$ cat config.mk
export PLATFORM = sky130hd
export DESIGN_NAME = io_responder
export DESIGN_NICKNAME = d
export VERILOG_FILES = /design/src/rtl/io_pkg.sv /design/src/rtl/filtro_botao.sv /design/src/rtl/io_responder.sv
export SDC_FILE = /design/constraint.sdc
export NUM_CORES = 1
export LEC_CHECK = 0
export ABC_AREA = 1
export CORE_MARGIN = 4
export CORE_UTILIZATION = 23
export CTS_CLUSTER_DIAMETER = 80
export DETAILED_ROUTE_END_ITERATION = 12
export SYNTH_ARGS = -nofsm -noshare
export SYNTH_HDL_FRONTEND = slang
export SYNTH_HIERARCHICAL = 1
export SYNTH_SLANG_ARGS = --single-unit
$ cat constraint.sdc
create_clock -name clock -period 1.3 [get_ports clock]
set_input_delay 0.26 -clock clock [delete_from_list [all_inputs] [get_ports clock]]
set_output_delay 0.26 -clock clock [all_outputs]
set_load 0.02 [all_outputs]
$ cat src/rtl/io_pkg.sv
// Shared definitions for the IN/OUT responder: FSM states, command codes and BCD constants.
package io_pkg;

    localparam logic [1:0] IO_CTRL_IDLE = 2'b00;
    localparam logic [1:0] IO_CTRL_IN   = 2'b01;
    localparam logic [1:0] IO_CTRL_OUT  = 2'b10;

    localparam int unsigned BCD_LIMIT  = 999;
    localparam int unsigned BCD_SHIFTS = 10;

    typedef enum logic [2:0] {
        StIdle,
        StWaitPress,
        StWaitRelease,
        StConvert,
        StDone,
        StWaitClear
    } io_state_t;

    // Double-dabble correction: any digit >= 5 gets +3 so the next shift carries correctly.
    function automatic logic [11:0] bcd_adjust(input logic [11:0] bcd);
        logic [11:0] adj;
        adj = bcd;
        for (int i = 0; i < 3; i++) begin
            if (adj[i*4 +: 4] >= 4'd5) begin
                adj[i*4 +: 4] = adj[i*4 +: 4] + 4'd3;
            end
        end
        return adj;
    endfunction

endpackage

$ cat src/rtl/filtro_botao.sv
// Push-button conditioning: 2-flop synchronizer, optional debounce (IO_DEBOUNCE_EN),
// and a rising-edge pulse on the conditioned level.
module filtro_botao #(
    parameter int unsigned DEBOUNCE_CYCLES = 16
) (
    input  logic i_clk,
    input  logic i_rst,
    input  logic i_botao,
    output logic o_nivel,
    output logic o_pulso
);

    logic r_sync1;
    logic r_sync2;
    logic r_nivel_ant;
    logic w_nivel;

    always_ff @(posedge i_clk or posedge i_rst) begin
        if (i_rst) begin
            r_sync1 <= 1'b0;
            r_sync2 <= 1'b0;
        end else begin
            r_sync1 <= i_botao;
            r_sync2 <= r_sync1;
        end
    end

`ifdef IO_DEBOUNCE_EN
    localparam int unsigned CNT_W = $clog2(DEBOUNCE_CYCLES + 1);

    logic [CNT_W-1:0] r_cnt;
    logic             r_nivel;

    // Level flips only after DEBOUNCE_CYCLES consecutive disagreeing samples.
    always_ff @(posedge i_clk or posedge i_rst) begin
        if (i_rst) begin
            r_cnt   <= '0;
            r_nivel <= 1'b0;
        end else if (r_sync2 != r_nivel) begin
            if (r_cnt == CNT_W'(DEBOUNCE_CYCLES - 1)) begin
                r_nivel <= r_sync2;
                r_cnt   <= '0;
            end else begin
                r_cnt <= r_cnt + 1'b1;
            end
        end else begin
            r_cnt <= '0;
        end
    end

    assign w_nivel = r_nivel;
`else
    logic w_unused_cfg;

    assign w_nivel      = r_sync2;
    assign w_unused_cfg = (DEBOUNCE_CYCLES == 0);
`endif

    always_ff @(posedge i_clk or posedge i_rst) begin
        if (i_rst) begin
            r_nivel_ant <= 1'b0;
        end else begin
            r_nivel_ant <= w_nivel;
        end
    end

    assign o_nivel = w_nivel;
    assign o_pulso = w_nivel & ~r_nivel_ant;

endmodule

$ cat src/rtl/io_responder.sv
// Responder for CPU IN/OUT: IN waits for a button press and returns the switches, OUT converts
// the written word to three BCD digits. Debounce is compiled in with IO_DEBOUNCE_EN.
module io_responder
    import io_pkg::*;
#(
    parameter int unsigned DEBOUNCE_CYCLES = 16,
    parameter int unsigned DATA_W          = 32
) (
    input  logic              clock,
    input  logic              reset,
    input  logic [1:0]        entradaSaidaControl,
    input  logic [DATA_W-1:0] dadosEscrita,
    input  logic [3:0]        entradaDeDados,
    input  logic              botaoPlaca,
    output logic [DATA_W-1:0] dadosLidos,
    output logic              ocupado,
    output logic              pronto,
    output logic [3:0]        unidade,
    output logic [3:0]        dezena,
    output logic [3:0]        centena,
    output logic              overflow
);

    io_state_t r_state;
    io_state_t w_state_next;

    logic              w_nivel;
    logic              w_pulso;

    logic [9:0]        r_bin;
    logic [11:0]       r_bcd;
    logic [3:0]        r_cnt;
    logic              r_big;
    logic [DATA_W-1:0] r_dados;
    logic [3:0]        r_uni;
    logic [3:0]        r_dez;
    logic [3:0]        r_cen;
    logic              r_ovf;

    logic [11:0]       w_bcd_adj;
    logic [11:0]       w_bcd_shift;
    logic [9:0]        w_bin_shift;
    logic              w_last_shift;
    logic              w_accept_out;
    logic              w_unused_msb;

    filtro_botao #(
        .DEBOUNCE_CYCLES(DEBOUNCE_CYCLES)
    ) u_filtro (
        .i_clk  (clock),
        .i_rst  (reset),
        .i_botao(botaoPlaca),
        .o_nivel(w_nivel),
        .o_pulso(w_pulso)
    );

    // Top digit never reaches >= 8 for inputs <= 999, so its MSB is dropped by the shift.
    assign w_bcd_adj    = bcd_adjust(r_bcd);
    assign w_bcd_shift  = {w_bcd_adj[10:0], r_bin[9]};
    assign w_bin_shift  = {r_bin[8:0], 1'b0};
    assign w_unused_msb = w_bcd_adj[11];
    assign w_last_shift = (r_cnt == 4'(BCD_SHIFTS - 1));
    assign w_accept_out = (r_state == StIdle) && (entradaSaidaControl == IO_CTRL_OUT);

    always_ff @(posedge clock or posedge reset) begin
        if (reset) begin
            r_state <= StIdle;
        end else begin
            r_state <= w_state_next;
        end
    end

    always_comb begin
        w_state_next = r_state;
        case (r_state)
            StIdle: begin
                if (entradaSaidaControl == IO_CTRL_IN) begin
                    w_state_next = StWaitPress;
                end else if (entradaSaidaControl == IO_CTRL_OUT) begin
                    w_state_next = StConvert;
                end
            end
            StWaitPress: begin
                if (w_pulso) begin
                    w_state_next = StWaitRelease;
                end
            end
            StWaitRelease: begin
                if (!w_nivel) begin
                    w_state_next = StDone;
                end
            end
            StConvert: begin
                if (r_big || w_last_shift) begin
                    w_state_next = StDone;
                end
            end
            StDone: begin
                w_state_next = StWaitClear;
            end
            StWaitClear: begin
                if (entradaSaidaControl == IO_CTRL_IDLE) begin
                    w_state_next = StIdle;
                end
            end
            default: begin
                w_state_next = StIdle;
            end
        endcase
    end

    always_ff @(posedge clock or posedge reset) begin
        if (reset) begin
            r_bin   <= '0;
            r_bcd   <= '0;
            r_cnt   <= '0;
            r_big   <= 1'b0;
            r_dados <= '0;
            r_uni   <= '0;
            r_dez   <= '0;
            r_cen   <= '0;
            r_ovf   <= 1'b0;
        end else begin
            if (w_accept_out) begin
                r_bin <= dadosEscrita[9:0];
                r_bcd <= '0;
                r_cnt <= '0;
                r_big <= (dadosEscrita > DATA_W'(BCD_LIMIT));
            end

            if (r_state == StConvert) begin
                if (r_big) begin
                    r_cen <= 4'd9;
                    r_dez <= 4'd9;
                    r_uni <= 4'd9;
                    r_ovf <= 1'b1;
                end else begin
                    r_bcd <= w_bcd_shift;
                    r_bin <= w_bin_shift;
                    r_cnt <= r_cnt + 4'd1;
                    if (w_last_shift) begin
                        r_cen <= w_bcd_shift[11:8];
                        r_dez <= w_bcd_shift[7:4];
                        r_uni <= w_bcd_shift[3:0];
                        r_ovf <= 1'b0;
                    end
                end
            end

            if ((r_state == StWaitPress) && w_pulso) begin
                r_dados <= {{(DATA_W - 4){1'b0}}, entradaDeDados};
            end
        end
    end

    assign ocupado    = (r_state != StIdle) && (r_state != StWaitClear);
    assign pronto     = (r_state == StDone);
    assign dadosLidos = r_dados;
    assign unidade    = r_uni;
    assign dezena     = r_dez;
    assign centena    = r_cen;
    assign overflow   = r_ovf;

endmodule

**After elaboration in Yosys (flattened, before gate mapping)**

Cells that the tools add are included.

- Register bits: 50
- Bits of input ports: 41
- Output and inout bits: 47
- Logic and storage cells: 74

- Add/sub/neg operators: 4
- Magnitude comparators: 4
- Eq/ne operators: 14
- Muxes and demuxes: 27
- Bitwise operators: 2
- Reduce and logical (&&, ||, !) cells: 10

Operator list:

| kind | count |
|---|---|
| 4-bit 2-to-1 mux | 11 |
| 12-bit 2-to-1 mux | 3 |
| 32-bit by 10-bit greater-than comparator with 1-bit output, second input constant | 1 |
| 10-bit 2-to-1 mux | 3 |
| 3-bit 2-to-1 mux | 7 |
| 3-bit one-hot mux with 6 select lines | 1 |
| 4-bit by 3-bit >= comparator with 1-bit output, second input constant | 3 |
| 4-bit by 2-bit adder with 4-bit output, second input constant | 2 |
| 2-bit inequality test, second input constant | 4 |
| 3-bit by 2-bit == test with 1-bit output, second input constant | 2 |
| 3-bit == test, second input constant | 2 |
| 5-bit AND reduction | 1 |
| 4-bit by 1-bit adder with 4-bit output, second input constant | 1 |
| 4-bit == test, second input constant | 1 |
| 3-bit by 2-bit adder with 3-bit output, second input constant | 1 |
| 3-bit by 1-bit == test with 1-bit output, second input constant | 1 |
| 1-bit logical AND | 3 |
| 3-bit zero test | 1 |
| 3-bit by 1-bit inequality test with 1-bit output, second input constant | 1 |
| 3-bit inequality test, second input constant | 1 |
| 3-bit nonzero test | 1 |
| 2-bit by 1-bit == test with 1-bit output, second input constant | 1 |
| 2-bit == test, second input constant | 1 |
| 2-bit zero test | 1 |
| 6 further kinds | 7 |

**Logic depth before layout (Yosys ltp)**

- Depth after elaboration: 5
- Depth in mapped cells: 10
- Depth with buffers taken out: 10

**Modules after synthesis**

Netlist, hierarchy kept.

Modules (own cells, without submodules):

| module | instances | cells an instance | area an instance (um^2) | seq. area each (um^2) |
|---|---|---|---|---|
| io_responder | 1 | 354 | 2721.4 | 1176.1 |
| filtro_botao | 1 | 6 | 88.8 | 75.1 |

**Worst setup path before layout**

No wires, ideal clock.

- Path type: flip-flop to flip-flop
- Start: register r_cnt[1]
- End: register r_ovf, in the netlist overflow
- Library setup time: 128 ps
- Data arrival time: 1218 ps
- Data required time: 1172 ps
- Path slack: -47 ps
- Cell stages (with the launch flop): 10
- Buffers on the path: 0
- Clock period less this slack: 1347 ps
- Cells stage by stage: dfrtp_1 -> inv_1 -> ha_1 -> nand3_1 -> nand2_1 -> inv_1 -> nor2_4 -> inv_2 -> nand2_1 -> o21ai_0

- Cells in the longest elaborated chain, start to end: 3

Ends and longest elaborated chain:

| item | line | text |
|---|---|---|
| start, declared | io_responder.sv:32 | `logic [3:0] r_cnt;` |
| start signal, assigned | io_responder.sv:140 | `r_cnt <= r_cnt + 4'd1;` |
| 4-bit == test | io_responder.sv:62 | `assign w_last_shift = (r_cnt == 4'(BCD_SHIFTS - 1));` |
| 2-bit nonzero test (no line) | n/a |  |
| 2-bit AND reduction (no line) | n/a |  |
| end signal, assigned | io_responder.sv:122 | `r_ovf <= 1'b0;` |
| end signal, assigned | io_responder.sv:136 | `r_ovf <= 1'b1;` |
| end signal, assigned | io_responder.sv:145 | `r_ovf <= 1'b0;` |
| end, declared | io_responder.sv:38 | `logic r_ovf;` |

Every way passes these cells.
A chain may end at the register's enable or synchronous reset.

**Final worst setup path**

- Start: register r_state[1]
- End: output port ocupado

- Cells in the longest elaborated chain, start to end: 2
- Elaborated cells on any way between the ends: 3
- Classes of those cells: eq/ne (1); reduce/logical (2)

Ends and longest elaborated chain:

| item | line | text |
|---|---|---|
| start, declared | io_responder.sv:24 | `io_state_t r_state;` |
| start signal, assigned | io_responder.sv:67 | `r_state <= StIdle;` |
| start signal, assigned | io_responder.sv:69 | `r_state <= w_state_next;` |
| 3-bit inequality test or 3-bit nonzero test (tied branches) | io_responder.sv:156 | `assign ocupado = (r_state != StIdle) && (r_state != StWaitClear);` |
| 1-bit logical AND (*) | io_responder.sv:156 |  |
| end, declared | io_responder.sv:16 | `output logic ocupado,` |

Mark *: on every way between the ends. The rest lies on a longest branch, timed or not.

==> flow_metrics.env <==
export IMPL_h_tree_depth=2
export IMPL_yosysTopAreaCell="dfrtp_1"
export IMPL_synth_most_common_cell="nand2_1"
export IMPL_grt_start_max_net_pins=28
export IMPL_placedCellCount=604
export IMPL_cap_violations=0
export IMPL_n_antenna_cell=0
export IMPL_rsz0062_at_grt="true"
export IMPL_die_w_microns=119
export IMPL_p_per_area_nw_per_um2=1920
export IMPL_final_nets=536
export IMPL_synth_common_cells="nand2_1 (76), nor2_1 (59), dfrtp_1 (50)"
export IMPL_cts_hold_buffers=0
export IMPL_hold_violations=0
export IMPL_drc=0
export IMPL_cp_arrival_ps=1250
export IMPL_via_per_inst=4.31
export IMPL_r2r_end="r_bin[4]$_DFF_PP0_"
export IMPL_setup_ws_ps=-214
export IMPL_worstPathRequired_ps=1040
export IMPL_violations="negative setup slack"
export IMPL_avgSynthCellArea_sq_um=7.81
export IMPL_period_share_pct=116
export IMPL_vias=2734
export IMPL_clk_pin_slew_ps=70
export IMPL_synth_edff_count=0
export IMPL_fin_worst_skew_ps=4.92
export IMPL_period_needed_ps=1510
export IMPL_wl_mm=8.12
export IMPL_grt_pass1_vias=2812
export IMPL_start_util_pct=23.5
export IMPL_r2r_start="r_state[2]$_DFFE_PP0P_"
export IMPL_root_buffer="clkbuf_16"
export IMPL_peakVddDrop_uv=623
export IMPL_hpwl_mm=5.52
export IMPL_wire_per_inst_microns=12.8
export IMPL_layout_drive_gt1_share_pct=39.3
export IMPL_grt_ovfl_total=0
export IMPL_cts_tree="yes"
export IMPL_ant_nets=0
export IMPL_crit_path_end_kind="output port"
export IMPL_cts_sinks=50
export IMPL_synthCells=360
export IMPL_gp_congestion=0.802
export IMPL_rows=40
export IMPL_fin_cells=635
export IMPL_ff2ff_path_depth=9
export IMPL_die_y_microns=119
export IMPL_area_growth_pct=66.5
export IMPL_io_pins=88
export IMPL_port_buffers=59
export IMPL_crit_fanout=3
export IMPL_yosysSeqAreaShare_pct=44.5
export IMPL_drtIter0Drc=119
export IMPL_whs_ps=225
export IMPL_grt_pass1_wl_mm=13.0
export IMPL_leakagePower_nw=2.20
export IMPL_ctsLongestPathBuffers=2
export IMPL_worstHoldPathType="in2async"
export IMPL_cts_made_buffers=5
export IMPL_netlist_area_sq_um=2810
export IMPL_ys_flop_type="dfrtp_1"
export IMPL_async_reset_ff_share_pct=100
export IMPL_antenna_found_initial=0
export IMPL_slew_viol_final=0
export IMPL_status="complete, but fails checks"
export IMPL_startpoint_type="register"
export IMPL_first_pass_iters=4
export IMPL_clk_latency_ps=290
export IMPL_grt_usage_pct=11.2
export IMPL_critical_path_class="reg2out"
export IMPL_die_area_sq_um=14100
export IMPL_reg2reg_slack_ps=-210
export IMPL_fp_coreArea_sq_um=12000
export IMPL_ys_types=29
export IMPL_synth_top_area_share_pct=44.5
export IMPL_ys_warn_count=6
export IMPL_synth_seq_cells=50
export IMPL_synth_area_top_cells="dfrtp_1 (45%), nand2_1 (10%), nor2_1 (7.9%)"
export IMPL_timing_fmax_mhz=660
export IMPL_setup_viol_count_final=48
per-layer routing:
layer / up-vias / part of all wire (%) / GRT usage, %
met5: - / 0 / 0
met4: 0 / 2.2 / 2.61
met3: 21 / 5.9 / 2.92
met2: 95 / 51 / 20.1
met1: 1283 / 41 / 13.2
li1: 1335 / - / -
where the power goes:
part / total, mW / switching, mW / internal [mW]
Clock: 1.37 / 0.601 / 0.774
Sequential: 2.69 / 0.519 / 2.17
Combinational: 4.92 / 2.62 / 2.29
Total: 8.98 / 3.74 / 5.23
through the flow:
stage | area (sq um) | power [mW] | worst slack, ps | TNS [ps] | utilization [%]
floorplan | 2930 | 4.59 | -35.2 | -134 | -
global placement | 3820 | 6.14 | -292 | -8340 | 31.9
detailed placement | 3820 | 6.24 | -327 | -10130 | 31.9
CTS | 4390 | 8.20 | -205 | -5700 | 36.7
global route | 4680 | 9.59 | -279 | -9000 | 39.1
finish | 4680 | 8.98 | -214 | -6020 | 39.1
critical path: stages, from the launching register on:
cell,delay [ps]
dfrtp_1,420
nor2_4,160
nand2_1,80
and2_1,150
buf_4,150
logic make-up (layout without fill, tap and decap cells):
logic type,Yosys count,count (layout),share of synthesized area (%)
compound gates,34,34,6.50
flops,50,50,44.5
buf+inv,78,179,14.8
fa+ha+maj,8,8,3.56
other cells,1,28,0.133
xor+xnor,1,1,0.312
simple gates,184,184,28.6
mux,4,4,1.60
placed cells by master (no fill, tap or decap), types with 6 or more instances in the layout:
master,Yosys,layout
clkdlybuf4s50_1,0,38
ha_1,8,6
dfrtp_1,50,49
conb_1,1,28
buf_4,28,45
inv_2,4,6
buf_6,2,14
nand2_4,2,9
nand2_1,76,57
o21ai_2,0,10
nor2_1,59,34
nand3_2,0,10
nand3_1,25,13
nor2_4,2,19
inv_1,42,34
nand2_2,1,13
dlygate4sd2_1,0,9
nor2_2,2,10
state kept, by name, summed over array words and instances (netlist names):
name / count
dezena: 4
u_filtro/r_sync1: 1
r_bin: 10
r_state: 3
unidade: 4
overflow: 1
centena: 4
r_big: 1
u_filtro/o_nivel: 1
r_cnt: 4
u_filtro/r_nivel_ant: 1
r_bcd: 12
dadosLidos: 4
how the worst max path moves through the flow:
| stage | endpoint | cells after the start | slack (ps) | start |
|---|---|---|---|---|
| after detailed placement | r_bin[4]$_DFF_PP0_ | 7 | -330 | entradaSaidaControl[0] |
| after global placement | r_bin[1]$_DFF_PP0_ | 7 | -290 | entradaSaidaControl[0] |
| after floorplan | overflow$_DFFE_PP0P_ | 9 | -40 | r_cnt[1]$_DFF_PP0_ |
| final | ocupado | 4 | -210 | r_state[1]$_DFFE_PP0P_ |
| after global routing | r_bin[4]$_DFF_PP0_ | 9 | -280 | r_state[2]$_DFFE_PP0P_ |
| after CTS | r_bin[4]$_DFF_PP0_ | 9 | -210 | r_state[2]$_DFFE_PP0P_ |
final cells by class:
type | instances | area [sq um]
Fill cell | 1162 | 7280
Multi-Input combinational cell | 259 | 1710
Sequential cell | 50 | 1250
Timing Repair Buffer | 123 | 1160
Inverter | 46 | 201
Tap cell | 147 | 184
Clock buffer | 6 | 139
Clock inverter | 2 | 16.3
Timing Repair inverter | 2 | 16.3
what timing repair did:
action                                  4_1_cts  5_1_grt
endpoints found under the setup margin       66       56
pin swaps                                    24       32
resized for setup                           123       92
setup buffers                                18       11
cloned                                        2        0
hold endpoints to repair                      0        0
(Power assumes the default switching activity.)
==> RTL edit (config.mk and constraints unchanged) <==
The parameter `DATA_W` goes from 32 to 28.
--- a/src/rtl/io_responder.sv
+++ b/src/rtl/io_responder.sv
@@ -4,7 +4,7 @@
     import io_pkg::*;
 #(
     parameter int unsigned DEBOUNCE_CYCLES = 16,
-    parameter int unsigned DATA_W          = 32
+    parameter int unsigned DATA_W          = 28
 ) (
     input  logic              clock,
     input  logic              reset,
Ports: changed (resized dadosEscrita and dadosLidos); port bits go from 88 to 80. No check against the original RTL was run, so the function may have changed too.
==> RTL edit against the unedited design <==
  * The flow still finishes with violations (negative setup slack)
  * Area after synthesis up 4.4%
  * Power down 0.63%
  * Sequential cell count unchanged
  * Routed wire length down 13%
  * Final area down 1.6%
  * Setup slack better by 0.063 ns
  * Clock skew up 0.0018 ns
  * Largest power group unchanged
  * Critical path depth up 1
==> RTL edit: results (changes against the unedited design) <==
register area share after synthesis 0.4266 (-0.01861); Area contributors post-synth dfrtp_1 43%, nand2_1 11%, inv_1 6.4%; crit path DAT 1.19 ns (-0.06 ns); Mean Syn Cell Area 8.356 um2 (+7.0%); # fillers 1235 (+6.3%); Leak 0.002272 uW (+3.2%); Nets 515 (-3.9%); WL/cell 11.00 um (-14%); via/cell ratio 4.023 (-6.6%); Worst R2R Path Depth 7 (-2); GR Util All Layers 0.09631 (-0.01528); placed cell area 3950 um2 (+3.5%); Final WS setup -0.1511 ns (+0.06331 ns); pre-CTS setup slack -0.3732 ns (-0.04646 ns); Final HPWL DP 5160 um (-6.4%); CTS max path bufs 2 (unchanged); Worst Clk Skew 0.006681 ns (+0.001757 ns); n_diodes 0 (unchanged); Fin Setup TNS -2.614 ns (+3.408 ns); first-pass GRT wire length 11620 um (-10%); DR iter-0 viols 113 (-5.0%); share of cells above drive strength 1 0.3715 (-0.02189); number of port buffers 55 (-6.8%); synth cell count leaders 86 x nand2_1, 50 x dfrtp_1, 50 x inv_1, 38 x nor2_1, 24 x buf_4; Crit Reg-Reg Startpoint r_state[1]; failing checks negative setup slack; metal3 WL 350 um (-28%); postcts setup bufs 20 (+2); largest net degree at the start of global routing 23 (-18%); cell count after placement 611 (+1.2%); Worst VDD drop 0.0007217 V (+16%); status finished, violations left; Placer Congestion 0.8157 (+1.7%); r2r setup slk -0.11 ns (+0.10 ns); Clk pwr share 0.165 (+0.012); CP Max Fanout 5 (+2); Layout Cells excl Fill 639 (+0.63%); synth unique cells 35 (+21%); reg2reg end r_bin[3]; vias in the first global route 2619 (-6.9%); Tot Pwr 8920 uW (-0.63%); final setup violation count 37 (-23%); met1 wire length 3214 um (-3.9%); post-CTS sizing 82 (-33%); Gate power share 0.544 (-0.004); Top Registers r_bcd: 12 flops, r_bin: 10 flops
## RTL edit: worst max-delay path, cell delays in order (launching register included)
cell     delay [ns]
dfrtp_2        0.47
nor2_4         0.11
nand2_1        0.07
inv_2          0.07
a21oi_1        0.04
buf_4          0.15
## RTL edit: worst min-delay path by stage
stage	end	cells past startpoint	slack [ns]	startpoint
2_1_floorplan	u_filtro/o_nivel	1	0.01	reset
3_3_place_gp	u_filtro/o_nivel	0	0.34	u_filtro/r_sync1
3_5_place_dp	u_filtro/o_nivel	0	0.34	u_filtro/r_sync1
4_1_cts	u_filtro/r_nivel_ant	2	0.22	reset
5_1_grt	u_filtro/r_nivel_ant	2	0.24	reset
6_report	u_filtro/r_nivel_ant	2	0.23	reset
## RTL edit: cells by family (layout without fill, tap and decap cells)
| family | Yosys count | after routing | share of synthesized area |
|---|---|---|---|
| AOI/OAI and AO/OA | 41 | 41 | 0.1118 |
| xor gates and xnor gates | 1 | 1 | 0.002987 |
| adders and majority gates | 8 | 8 | 0.03413 |
| buffers and inverters | 82 | 179 | 0.1510 |
| DFF | 50 | 50 | 0.4266 |
| muxes | 4 | 4 | 0.01536 |
| other | 1 | 24 | 0.001279 |
| and+or+nand+nor | 164 | 164 | 0.2568 |
## RTL edit: metal layers
metal | GRT usage | vias to the layer above
met3 | 0.01958 | 11
met2 | 0.1615 | 66
met1 | 0.1240 | 1195
met5 | 0 | -
met4 | 0.03116 | 0
li1 | - | 1299
## RTL edit: final cells by class
class / count / area [um2] / area share
Timing Repair Buffer: 118 / 1126 / 0.2444
Sequential cell: 50 / 1252 / 0.2719
Clock inverter: 1 / 30.03 / 0.006518
Tap cell: 168 / 210.2 / 0.04563
Multi-Input combinational cell: 242 / 1633 / 0.3544
Inverter: 53 / 222.7 / 0.04834
Clock buffer: 7 / 132.6 / 0.02879
